===== src/rtl/adler32_byte_feeder_if.sv =====
// rtl/adler32_byte_feeder_if.sv - frame-length and word-stream handshake bundle
interface adler32_byte_feeder_if;
  logic        frame_valid;
  logic [31:0] frame_len;
  logic        frame_ready;
  logic        word_valid;
  logic [31:0] word_data;
  logic        word_ready;

  modport master (
    output frame_valid, frame_len, word_valid, word_data,
    input  frame_ready, word_ready
  );

  modport slave (
    input  frame_valid, frame_len, word_valid, word_data,
    output frame_ready, word_ready
  );
endinterface


===== src/rtl/adler32_byte_feeder.sv =====
// rtl/adler32_byte_feeder.sv - word FIFO and byte serializer feeding the adler32 engine
module adler32_byte_feeder #(
  parameter int FIFO_DEPTH = 8,
  parameter int GAP_CYCLES = 1
) (
  input  logic                        clock,
  input  logic                        rst,
  adler32_byte_feeder_if.slave        up,
  input  logic                        checksum_valid,
  output logic                        size_valid,
  output logic [31:0]                 size,
  output logic                        data_start,
  output logic [7:0]                  data,
  output logic                        underrun
);
  localparam int AW = $clog2(FIFO_DEPTH);
  localparam int GW = $clog2(GAP_CYCLES + 1);

  typedef enum logic [2:0] {
    IDLE, PREFILL, SIZE_ST, START, STREAM, WAIT_DONE, GAP
  } state_t;

  state_t        state;
  logic [31:0]   mem [FIFO_DEPTH];
  logic [AW:0]   wr_ptr, rd_ptr, fifo_count;
  logic          fifo_full, fifo_empty;
  logic [31:0]   len, byte_cnt, cur_word, drop_cnt;
  logic [GW-1:0] gap_cnt;
  logic          push, pop, stream_load, need_word, stream_pop, drop_pop, prefill_ok;
  logic [1:0]    lane;
  logic [31:0]   next_word, words_needed, count_ext;
  logic [7:0]    next_byte;

  assign fifo_count = wr_ptr - rd_ptr;
  assign fifo_full  = (fifo_count == (AW+1)'(FIFO_DEPTH));
  assign fifo_empty = (fifo_count == '0);

  assign up.word_ready  = !rst && !fifo_full;
  assign up.frame_ready = !rst && (state == IDLE) && (drop_cnt == 32'd0);
  assign push = up.word_valid && up.word_ready;

  // ceil(len/4) without overflowing for len near 2^32
  assign words_needed = {2'b00, len[31:2]} + {31'd0, |len[1:0]};
  assign count_ext    = 32'(fifo_count);
  assign prefill_ok   = fifo_full || (count_ext >= words_needed);

  assign lane        = byte_cnt[1:0];
  assign stream_load = (state == START) || ((state == STREAM) && (byte_cnt != len));
  assign need_word   = stream_load && (lane == 2'd0);
  assign stream_pop  = need_word && !fifo_empty;
  assign drop_pop    = (drop_cnt != 32'd0) && (state != STREAM) && (state != START) && !fifo_empty;
  assign pop         = stream_pop || drop_pop;

  // An empty FIFO at a word boundary zero-fills the whole slot
  always_comb begin
    next_word = cur_word;
    if (need_word) next_word = fifo_empty ? 32'd0 : mem[rd_ptr[AW-1:0]];
    next_byte = next_word[{lane, 3'b000} +: 8];
  end

  always_ff @(posedge clock) begin
    if (push) mem[wr_ptr[AW-1:0]] <= up.word_data;
  end

  always_ff @(posedge clock) begin
    if (rst) begin
      state      <= IDLE;
      wr_ptr     <= '0;
      rd_ptr     <= '0;
      len        <= 32'd0;
      byte_cnt   <= 32'd0;
      cur_word   <= 32'd0;
      drop_cnt   <= 32'd0;
      gap_cnt    <= '0;
      size_valid <= 1'b0;
      size       <= 32'd0;
      data_start <= 1'b0;
      data       <= 8'd0;
      underrun   <= 1'b0;
    end else begin
      size_valid <= 1'b0;
      data_start <= 1'b0;
      if (push)     wr_ptr   <= wr_ptr + 1'b1;
      if (pop)      rd_ptr   <= rd_ptr + 1'b1;
      if (drop_pop) drop_cnt <= drop_cnt - 32'd1;
      case (state)
        IDLE: begin
          if (up.frame_valid && up.frame_ready) begin
            len <= up.frame_len;
            if (up.frame_len != 32'd0) state <= PREFILL;
          end
        end
        PREFILL: begin
          if (prefill_ok) begin
            state      <= SIZE_ST;
            size_valid <= 1'b1;
            size       <= len;
          end
        end
        SIZE_ST: begin
          state      <= START;
          data_start <= 1'b1;
          byte_cnt   <= 32'd0;
        end
        START, STREAM: begin
          if (stream_load) begin
            state    <= STREAM;
            data     <= next_byte;
            cur_word <= next_word;
            byte_cnt <= byte_cnt + 32'd1;
            if (need_word && fifo_empty) begin
              underrun <= 1'b1;
              drop_cnt <= drop_cnt + 32'd1;
            end
          end else begin
            data  <= 8'd0;
            state <= WAIT_DONE;
          end
        end
        WAIT_DONE: begin
          if (checksum_valid) begin
            state   <= GAP;
            gap_cnt <= '0;
          end
        end
        GAP: begin
          if (gap_cnt == GW'(GAP_CYCLES - 1)) state <= IDLE;
          else gap_cnt <= gap_cnt + 1'b1;
        end
        default: state <= IDLE;
      endcase
    end
  end
endmodule


===== src/flat_wrapper.sv =====
// flat-port wrapper written by rule: the top's interface ports become plain ports
module adler32_byte_feeder_flat 
#(
  parameter int FIFO_DEPTH = 8,
  parameter int GAP_CYCLES = 1
)
  (clock, rst, checksum_valid, size_valid, size, data_start, data, underrun, up_frame_valid, up_frame_len, up_word_valid, up_word_data, up_frame_ready, up_word_ready);
  adler32_byte_feeder_if up_i ();
  input  logic clock;
  input  logic rst;
  input  logic checksum_valid;
  output logic size_valid;
  output logic [31:0] size;
  output logic data_start;
  output logic [7:0] data;
  output logic underrun;
  input wire logic [$bits(up_i.frame_valid)-1:0] up_frame_valid;
  input wire logic [$bits(up_i.frame_len)-1:0] up_frame_len;
  input wire logic [$bits(up_i.word_valid)-1:0] up_word_valid;
  input wire logic [$bits(up_i.word_data)-1:0] up_word_data;
  output wire logic [$bits(up_i.frame_ready)-1:0] up_frame_ready;
  output wire logic [$bits(up_i.word_ready)-1:0] up_word_ready;
  assign up_i.frame_valid = up_frame_valid;
  assign up_i.frame_len = up_frame_len;
  assign up_i.word_valid = up_word_valid;
  assign up_i.word_data = up_word_data;
  assign up_frame_ready = up_i.frame_ready;
  assign up_word_ready = up_i.word_ready;
  adler32_byte_feeder #(.FIFO_DEPTH(FIFO_DEPTH), .GAP_CYCLES(GAP_CYCLES)) u_core (.clock(clock), .rst(rst), .up(up_i), .checksum_valid(checksum_valid), .size_valid(size_valid), .size(size), .data_start(data_start), .data(data), .underrun(underrun));
endmodule

===== config.mk =====
export PLATFORM = sky130hd
export DESIGN_NAME = adler32_byte_feeder_flat
export DESIGN_NICKNAME = d
export VERILOG_FILES = /design/src/rtl/adler32_byte_feeder_if.sv /design/src/rtl/adler32_byte_feeder.sv /design/src/flat_wrapper.sv
export SDC_FILE = /design/constraint.sdc
export NUM_CORES = 1
export LEC_CHECK = 0
export ABC_CLOCK_PERIOD_IN_PS = 5100
export CORE_AREA = 2 2 150 226
export CTS_CLUSTER_DIAMETER = 150
export CTS_CLUSTER_SIZE = 20
export DETAILED_ROUTE_END_ITERATION = 8
export DIE_AREA = 0 0 152 228
export GPL_ROUTABILITY_DRIVEN = 0
export PLACE_DENSITY = 0.9
export SYNTH_ARGS = -nofsm -noshare
export SYNTH_HDL_FRONTEND = slang
export SYNTH_SLANG_ARGS = --single-unit

===== constraint.sdc =====
create_clock -name clock -period 5.1 [get_ports clock]
set_input_delay 0.51 -clock clock [delete_from_list [all_inputs] [get_ports clock]]
set_output_delay 0.51 -clock clock [all_outputs]
set_load 0.005 [all_outputs]

## Word-level counts from Yosys, hierarchy flattened

Memories as Yosys holds them, arrays and structs flattened. A register that Yosys moved wholly into a read port is not among the register bits.
Index checks and enable logic that the tools add are counted.

- Bitwise operators: 1
- Div/mod/pow operators: 0
- Mux-type cells: 25
- $mul: 0
- Equal/unequal tests: 16
- Shifts and indexed selects: 1
- Add/subtract/negate cells: 8
- Magnitude comparators: 1
- Reductions and logical operators: 36

Operators by type and width:

| operator | count |
|---|---|
| $mux 32 | 7 |
| $add 32x1->32 const B | 2 |
| $pmux 32 s2 | 1 |
| $reduce_bool 32->1 | 2 |
| $ge 4x32->1 | 1 |
| $logic_not 32->1 | 1 |
| $ne 32x32->1 | 1 |
| $shiftx 32x6->8 | 1 |
| $sub 32x1->32 const B | 1 |
| $add 30x1->31 | 1 |
| $mux 3 | 7 |
| $pmux 3 s6 | 1 |
| $logic_and 1x1->1 | 12 |
| $reduce_and 2->1 | 5 |
| $eq 3x3->1 const B | 3 |
| $add 4x1->4 const B | 2 |
| $mux 8 | 1 |
| $ne 2x2->1 const B | 4 |
| $mux 1 | 7 |
| $eq 3x2->1 const B | 2 |
| $reduce_or 2->1 | 3 |
| $reduce_and 5->1 | 1 |
| $eq 4x4->1 const B | 1 |
| $logic_not 4->1 | 1 |
| 14 further kinds | 20 |

- Bits of input ports: 69
- Memories: 1
- Memory bits (read-only): 0
- Output and inout port bits: 45
- Latch bits: 0
- Logic and storage cells: 102
- Bits in writable memories: 256
- Register bits: 183

Memory list:

| name | depth | width | read ports | clocked after memory_dff | write ports | RTL line | source |
|---|---|---|---|---|---|---|---|
| u_core.mem | 8 | 32 | 1 | 1 | 1 | adler32_byte_feeder.sv:24 | `logic [31:0] mem [FIFO_DEPTH];` |

## Depth between registers and ports, before layout

Gate-level depths: netlist of run 1.

- Depth in word-level cells: 8
- Mapped depth: 16
- Mapped depth without buffers: 14

## Worst setup path before layout of run 1

No wires, ideal clock.

- Path kind: register -> register
- Start point: register u_core.rd_ptr[1]
- End point: memory u_core.mem[0][0], enable pin
- Arrival time: 4.238 ns
- Clock period less this slack: 4.699 ns
- Stages on the path, launching flop included: 10
- Buffers on the path: 0
- Path slack: 0.401 ns
- Data required time: 4.639 ns
- Setup time: 0.461 ns
- Cell sequence: dfxtp_1 -> inv_1 -> ha_1 -> nor2b_1 -> o21a_1 -> o21ai_0 -> a21o_1 -> nand2_1 -> or3_1 -> nor3_1

- Cells in the longest elaborated chain, start to end: 7

Ends and longest elaborated chain:

| item | RTL line | source |
|---|---|---|
| start, declared | adler32_byte_feeder.sv:25 | `logic [AW:0] wr_ptr, rd_ptr, fifo_count;` |
| start signal, assigned | adler32_byte_feeder.sv:84 | `if (pop) rd_ptr <= rd_ptr + 1'b1;` |
| $sub 4x4->4 | adler32_byte_feeder.sv:34 | `assign fifo_count = wr_ptr - rd_ptr;` |
| $eq 4x4->1 | adler32_byte_feeder.sv:35 | `assign fifo_full = (fifo_count == (AW+1)'(FIFO_DEPTH));` |
| $logic_not 1->1 | adler32_byte_feeder.sv:38 | `assign up.word_ready = !rst && !fifo_full;` |
| $logic_and 1x1->1 | adler32_byte_feeder.sv:38 |  |
| $logic_and 1x1->1 | adler32_byte_feeder.sv:40 | `assign push = up.word_valid && up.word_ready;` |
| $mux 1 | adler32_byte_feeder.sv:62 | `if (push) mem[wr_ptr[AW-1:0]] <= up.word_data;` |
| $mux 1 (implied by the code) | adler32_byte_feeder.sv:62 |  |
| end, declared | adler32_byte_feeder.sv:24 |  |

Every way passes these cells.

## Worst setup path in the final report of run 1

- Start point: register u_core.drop_cnt[23]
- End point: output port up_frame_ready

- Cells in the longest elaborated chain, start to end: 2

Ends and longest elaborated chain:

| item | RTL line | source |
|---|---|---|
| start, declared | adler32_byte_feeder.sv:27 | `logic [31:0] len, byte_cnt, cur_word, drop_cnt;` |
| start signal, assigned | adler32_byte_feeder.sv:85 | `if (drop_pop) drop_cnt <= drop_cnt - 32'd1;` |
| start signal, assigned | adler32_byte_feeder.sv:113 | `drop_cnt <= drop_cnt + 32'd1;` |
| $logic_not 32->1 | adler32_byte_feeder.sv:39 | `assign up.frame_ready = !rst && (state == IDLE) && (drop_cnt == 32'd0);` |
| $logic_and 1x1->1 | adler32_byte_feeder.sv:39 |  |
| end, declared | flat_wrapper.sv:21 | `output wire logic [$bits(up_i.frame_ready)-1:0] up_frame_ready;` |

Every way passes these cells.

==> results of run 1 <==
-- synthesized netlist by cell type (30+ instances only) --
master,number,area [µm²]
a21oi_1,52,260
edfxtp_1,256,7690
mux2i_1,86,861
mux4_2,65,1460
inv_1,30,113
nand3_1,46,230
nor2_1,147,552
clkbuf_1,65,244
dfxtp_1,185,3700
nand2b_1,67,419
nand2_1,115,432
xnor2_1,79,692
-- worst reg2reg max path, cell delays in order (launching register included) --
cell and delay, ps:
dfxtp_1 430, inv_1 70, ha_1 280, nor2b_1 130
o21a_1 180, o21ai_0 440, nand2_1 160, ha_1 320
o22ai_1 70, a211oi_1 230, nand4_1 120, nor4_1 260
a31oi_2 200, nor3_4 140, buf_4 480, mux2i_1 290
-- per-layer routing --
layer	part of all wire [%]	vias up	GRT usage, %
met5	0	-	0
met3	5.0	116	3.53
met1	38	6375	28.2
li1	-	5868	-
met4	4.4	0	11.2
met2	52	486	43.1
-- path summary, 6_finish.rpt --
kind	startpoint	end
worst max-delay path	u_core.drop_cnt[23]	up_frame_ready
worst min-delay path	rst	u_core.drop_cnt[7]
worst max register to register	u_core.rd_ptr[1]	u_core.size[31]
worst min register to register	u_core.underrun	u_core.underrun
-- power by group through the flow --
| stage | sequential [mW] | combinational (mW) | clock [mW] |
|---|---|---|---|
| finish | 4.35 | 2.74 | 2.14 |
| global route | 4.38 | 3.00 | 2.28 |
| CTS | 4.34 | 2.74 | 2.16 |
| detailed placement | 4.42 | 2.72 | 0 |
| global placement | 4.39 | 2.61 | 0 |
| floorplan | 4.24 | 2.16 | 0 |
-- logic make-up (layout without fill, tap and decap cells) --
group	Yosys count	count (layout)	synth area share, %
AOI/OAI and AO/OA	157	157	5.44
xor gates and xnor gates	98	98	4.42
adders and majority gates	17	17	1.13
buffers and inverters	123	209	2.73
DFF	441	441	58.7
muxes	172	172	13.2
and+or+nand+nor	551	551	14.4
-- final cells by class --
class	instances	area share [%]
Sequential cell	441	52.6
Multi-Input combinational cell	995	34.9
Timing Repair Buffer	133	5.91
Clock buffer	42	3.38
Tap cell	420	2.43
Inverter	32	0.555
Clock inverter	2	0.173
-- registers in the layout, indices dropped and copies added (netlist names), 8 cells and up, named ones only --
register / flops
u_core.mem: 256
u_core.len: 32
u_core.drop_cnt: 32
u_core.size: 32
u_core.byte_cnt: 32
u_core.data: 8
u_core.cur_word: 32
-- metrics by stage --
step	hold WS [ps]	total power, mW	std cells	worst slack [ps]	instance area (µm²)
2_1_floorplan	442	6.40	1559	401	19400
3_3_place_gp	436	7.01	2021	1360	20900
3_5_place_dp	438	7.14	2021	1270	20900
4_1_cts	427	9.24	2065	1150	21700
5_1_grt	450	9.67	2065	883	21700
6_report	443	9.23	2065	1080	21700
==> run summary, run 1 <==
FINISH
---------------------------------------------------------------------------------------
Share of post-route cells with drive strength above 1 ....................        10.0%
Synthesis-to-finish area growth ..........................................        11.5%
Sequential cell area .....................................................   11,400 µm²
Most common cell after layout, fill and taps aside .......................     edfxtp_1
Antenna diode instance count .............................................            0
Final Util ...............................................................        65.8%
Area of the multi-input gates ............................................     7560 µm²
Commonest non-fill, non-tap cells in the layout .......................... 256 x edfxtp_1, 182 x dfxtp_1, 141 x nor2_1
Filler instances .........................................................        2,293
Total Nets Final .........................................................        1,715

TIMING
---------------------------------------------------------------------------------------
Final setup viols ........................................................            0
Worst slew margin ........................................................        16.8%
Setup repair after global routing missed its margin ......................        false
Count of endpoints failing hold in the final timing report ...............            0
Worst clock skew .........................................................      34.5 ps
Slew Limit Fails .........................................................            0
Total negative slack for setup checks ....................................         0 ps
Min Clock Period, post-route .............................................      4020 ps
Peak Freq ................................................................      248 MHz
Share of the clock period used by the worst path after layout ............        78.9%
Transition time at the pin with the least slew margin ....................      1250 ps

CLOCKING
---------------------------------------------------------------------------------------
Clk root buf .............................................................    clkbuf_16
Post-CTS Repair Setup Buffers ............................................            0
CTS tree .................................................................          yes
TritonCTS buffer count ...................................................           26
Clock insertion delay at the later pin of the skew report ................       570 ps
Quantity of gates resized following cts ..................................            0
Clock Path Buffers .......................................................            3
CTS clk-pin slew, worst paths ............................................        90 ps
CTS Hold Buffers Added ...................................................            0
# clock sinks ............................................................          441
CTS H-Tree Depth .........................................................            1

POWER AND IR DROP
---------------------------------------------------------------------------------------
Peak supply drop .........................................................     0.397 mV
Switching portion of total power .........................................        32.0%
Internal .................................................................      6.28 mW
Combinational group share of total power .................................        29.7%
Sequential group share of total power ....................................        47.1%
Pleak ....................................................................      6.96 nW
Power dissipated by switching net loads ..................................      2.95 mW
Clock group share of total power .........................................        23.2%
Power density of the placed cells ........................................   426 nW/µm²

WORST SETUP PATH
---------------------------------------------------------------------------------------
Cells along the critical path ............................................ or4_1 -> nor4b_1 -> and4_1 -> nand2_1 -> nor2_1 -> clkdlybuf4s50_1
Largest fanout on the critical path ......................................            8
Arrival time worst endpoint ..............................................      3510 ps
Slowest cell on the critical path ........................................      nor4b_1
Crit end category ........................................................  output port
Crit path max-delay family ............................................... simple AND/OR/NAND/NOR gates
Delay of the slowest cell on the worst path ..............................       620 ps
Category of the worst setup path launch point ............................     register
Crit path depth ..........................................................            6
Required time worst endpoint .............................................      4590 ps
CP bufs+invs .............................................................            1
FF-to-FF path depth ......................................................           15
Register-to-register setup slack .........................................      1240 ps
Kind of critical path ....................................................      reg2out

FLOORPLANNING
---------------------------------------------------------------------------------------
Die outline area .........................................................   34,700 µm²
Vert. Die Dim ............................................................       228 µm
Number of top-level pins .................................................          114
Total core area ..........................................................   32,900 µm²
Number of rows created at floorplan ......................................           82
Starting density of the core .............................................        59.0%
Die X-Extent .............................................................       152 µm

LOGIC SYNTHESIS
---------------------------------------------------------------------------------------
Distinct cell type count after synthesis .................................           76
EDFF count, synth ........................................................          256
Share of synthesized flip-flops with an asynchronous set or reset ........           0%
Synth Net Count ..........................................................        1,645
Cells after synthesis ....................................................        1,559
Sequential area share after synthesis ....................................        58.7%
Synthesis-stage register bit count .......................................          441
Post-Synthesis Cell Area .................................................   19,400 µm²
Yosys warnings ...........................................................            0
Most used DFF post-synth .................................................     edfxtp_1
Per-instance average area after synthesis ................................     12.5 µm²

PLACE
---------------------------------------------------------------------------------------
Dpl hpwl .................................................................    28,400 µm
Number of buffers inserted by port buffering .............................          113

GLOBAL ROUTE
---------------------------------------------------------------------------------------
Via count of the first global-routing pass ...............................       12,800
Grt total ovfl ...........................................................            0
Maximum number of pins on one net before global-route repair .............          125
Wire length of the first global-routing pass .............................    67,100 µm
Gr usage total ...........................................................        24.0%
Antenna violations before repair .........................................            0

DETAILED ROUTING
---------------------------------------------------------------------------------------
Residual DRC count .......................................................            0
Detailed-routing iteration count for the pre-antenna-repair pass .........            5
Mean routed wirelength per cell ..........................................      20.6 µm
DR vias ..................................................................       12,800
Number of vias per cell after detailed routing ...........................         6.22
Wire length after detailed routing .......................................    42,600 µm
Residual antenna-violating net count after detailed routing ..............            0
Number of violations reported at the end of detailed-routing iteration 0 .        1,218

RUN
---------------------------------------------------------------------------------------
Reported max-cap violation count .........................................            0

MIN PATH
---------------------------------------------------------------------------------------
Hold path depth ..........................................................            2
Worst min-delay path category ............................................       in2reg

STATUS
---------------------------------------------------------------------------------------
Run status ............................................................... finished, final reports clean

(Power assumes the default switching activity.)
==> run 2: changes to the inputs <==
ABC_CLOCK_PERIOD_IN_PS = 3300   (was 5100)
CORE_AREA = 2 2 158 238   (was 2 2 150 226)
DIE_AREA = 0 0 160 240   (was 0 0 152 228)
PLACE_DENSITY = 0.86   (was 0.9)
clock period = 3.3 ns   (was 5.1 ns; I/O delays follow)
==> run summary, run 2 (same netlist as run 1, synthesis figures left out) <==
STATUS
---------------------------------------------------------------------------------------
Run status ............................................................... finished, violations left
Failing checks ........................................................... setup timing

WORST SETUP PATH
---------------------------------------------------------------------------------------
Capturing point of the worst reg2reg path ................................ u_core.size[14]
Register-to-register setup slack .........................................       -70 ps
Crit end category ........................................................     register
Arrival time worst endpoint ..............................................      3850 ps
Crit path max-delay family ............................................... simple AND/OR/NAND/NOR gates
Cells along the critical path ............................................ inv_2 -> ha_4 -> nor2b_4 -> o21a_1 -> or3_4 -> nand2_4 -> ha_4 -> o22ai_2 -> a211oi_2 -> nand4_1 -> nor4_2 -> a31oi_2 -> nor3_4 -> buf_6 -> clkbuf_16 -> mux2i_1
Required time worst endpoint .............................................      3780 ps
Kind of critical path ....................................................      reg2reg
Top cell by count, worst path ............................................         ha_4
Delay of the slowest cell on the worst path ..............................       410 ps
Beginning of the worst register-to-register path ......................... u_core.rd_ptr[1]
FF-to-FF path depth ......................................................           16
Source of the critical timing path ....................................... u_core.rd_ptr[1]
Capture point of the worst path .......................................... u_core.size[14]
Crit path depth ..........................................................           16
CP bufs+invs .............................................................            3
Category of the worst setup path launch point ............................     register
Largest fanout on the critical path ......................................            8
Slowest cell on the critical path ........................................        or3_4

POWER AND IR DROP
---------------------------------------------------------------------------------------
Pleak ....................................................................      7.28 nW
Peak supply drop .........................................................     0.564 mV
Internal .................................................................      10.2 mW
Overall power of the completed layout ....................................      14.9 mW
Power dissipated by switching net loads ..................................      4.76 mW
Combinational group share of total power .................................        32.9%
Switching portion of total power .........................................        31.9%
Sequential group share of total power ....................................        44.9%
Power density of the placed cells ........................................   666 nW/µm²
Clock group share of total power .........................................        22.2%

GLOBAL ROUTE
---------------------------------------------------------------------------------------
Grt total ovfl ...........................................................            0
Via count of the first global-routing pass ...............................       13,000
Maximum number of pins on one net before global-route repair .............          105
Wire length of the first global-routing pass .............................    68,900 µm
Gr usage total ...........................................................        22.5%
Antenna violations before repair .........................................            0

DETAILED ROUTING
---------------------------------------------------------------------------------------
Residual antenna-violating net count after detailed routing ..............            0
Residual DRC count .......................................................            0
Number of violations reported at the end of detailed-routing iteration 0 .        1,225
Mean routed wirelength per cell ..........................................      20.4 µm
Wire length after detailed routing .......................................    44,500 µm
Detailed-routing iteration count for the pre-antenna-repair pass .........            5
DR vias ..................................................................       13,000
Number of vias per cell after detailed routing ...........................         5.97

CLOCKING
---------------------------------------------------------------------------------------
Clock insertion delay at the later pin of the skew report ................       560 ps
CTS H-Tree Depth .........................................................            1
Clock Path Buffers .......................................................            3
Clk root buf .............................................................    clkbuf_16
CTS Hold Buffers Added ...................................................            0
TritonCTS buffer count ...................................................           26
CTS tree .................................................................          yes
# clock sinks ............................................................          441
CTS clk-pin slew, worst paths ............................................        90 ps

FLOORPLANNING
---------------------------------------------------------------------------------------
Total core area ..........................................................   36,400 µm²
Starting density of the core .............................................        53.4%
Number of top-level pins .................................................          114
Die outline area .........................................................   38,400 µm²
Number of rows created at floorplan ......................................           86
Die X-Extent .............................................................       160 µm
Vert. Die Dim ............................................................       240 µm

TIMING
---------------------------------------------------------------------------------------
Setup repair after global routing missed its margin ......................         true
Worst clock skew .........................................................      16.2 ps
Slew Limit Fails .........................................................            0
Worst slew margin ........................................................        19.3%
Transition time at the pin with the least slew margin ....................      1210 ps
Count of endpoints failing hold in the final timing report ...............            0
Min Clock Period, post-route .............................................      3370 ps
Peak Freq ................................................................      296 MHz
Final setup viols ........................................................           10
Share of the clock period used by the worst path after layout ............         102%
Total negative slack for setup checks ....................................      -109 ps
Worst hold slack .........................................................       265 ps
Final setup slack of the worst path ......................................     -73.0 ps

FINISH
---------------------------------------------------------------------------------------
Antenna diode instance count .............................................            0
Commonest non-fill, non-tap cells in the layout .......................... 256 x edfxtp_1, 179 x dfxtp_1, 140 x nor2_1
Sequential cell area .....................................................   11,400 µm²
Area of the multi-input gates ............................................     7730 µm²
Max reg flops ............................................................          256
Most common cell after layout, fill and taps aside .......................     edfxtp_1
Synthesis-to-finish area growth ..........................................        15.5%
Share of post-route cells with drive strength above 1 ....................        14.2%
Total Nets Final .........................................................        1,763
Filler instances .........................................................        2,727

PLACE
---------------------------------------------------------------------------------------
Dpl hpwl .................................................................    28,900 µm
Number of buffers inserted by port buffering .............................          113

MIN PATH
---------------------------------------------------------------------------------------
Worst min-delay path category ............................................       in2reg

RUN
---------------------------------------------------------------------------------------
Reported max-cap violation count .........................................            0

run 2: cell types whose count changed in the layout (fill, tap and decap cells not counted), sizes merged:
cell	before	now
buf	21	67
clkbuf	42	44
run 2: how the worst min path moves through the flow:
| stage | from | cells after the start | slack, ps | endpoint |
|---|---|---|---|---|
| after CTS | rst | 2 | 240 | u_core.wr_ptr[3] |
| final | rst | 2 | 270 | u_core.drop_cnt[10] |
| after global routing | rst | 2 | 290 | u_core.cur_word[17] |
| after detailed placement | u_core.size[20] | 2 | 460 | u_core.size[20] |
| after floorplan | up_word_data[0] | 0 | 430 | u_core.mem[0][0] |
| after global placement | u_core.size[6] | 2 | 460 | u_core.size[6] |
run 2: area by class of cell:
| type | instances | share of cell area, % |
|---|---|---|
| clock buffers | 42 | 3.26 |
| well taps | 484 | 2.70 |
| repair buffers | 181 | 8.05 |
| flip-flops and latches | 441 | 50.8 |
| clock inverters | 2 | 0.167 |
| inverters | 32 | 0.535 |
| multi-input cells | 995 | 34.5 |
run 2: per-stage QoR:
stage / setup WS (ps) / instances / utilization (%) / cell area (µm²)
2_1_floorplan: -251 / 1559 / - / 19500
3_3_place_gp: 170 / 2128 / 58.9 / 21400
3_5_place_dp: -20.3 / 2128 / 58.9 / 21400
4_1_cts: -5.40 / 2175 / 61.2 / 22300
5_1_grt: -160 / 2177 / 61.7 / 22400
6_report: -73.0 / 2177 / 61.7 / 22400
run 2: what timing repair did:
item | 4_1_cts | 5_1_grt
pin swaps | 4 | 13
endpoints found under the setup margin | 26 | 57
setup buffers | 2 | 0
gates resized for setup | 10 | 28
cloned | 1 | 2
run 2: layer usage:
metal	up-vias	wire (µm)	track usage [%]
met5	-	0	0
li1	5959	-	-
met4	0	1780	9.99
met1	6440	16900	26.3
met3	119	2490	2.92
met2	489	23300	41.3
run 2: power by group through the flow:
stage / clock network, mW / logic, mW / registers (mW)
floorplan: 0 / 3.35 / 6.56
global placement: 0 / 4.39 / 6.76
detailed placement: 0 / 4.53 / 6.80
CTS: 3.36 / 4.66 / 6.68
global route: 3.55 / 5.34 / 6.75
finish: 3.31 / 4.92 / 6.70
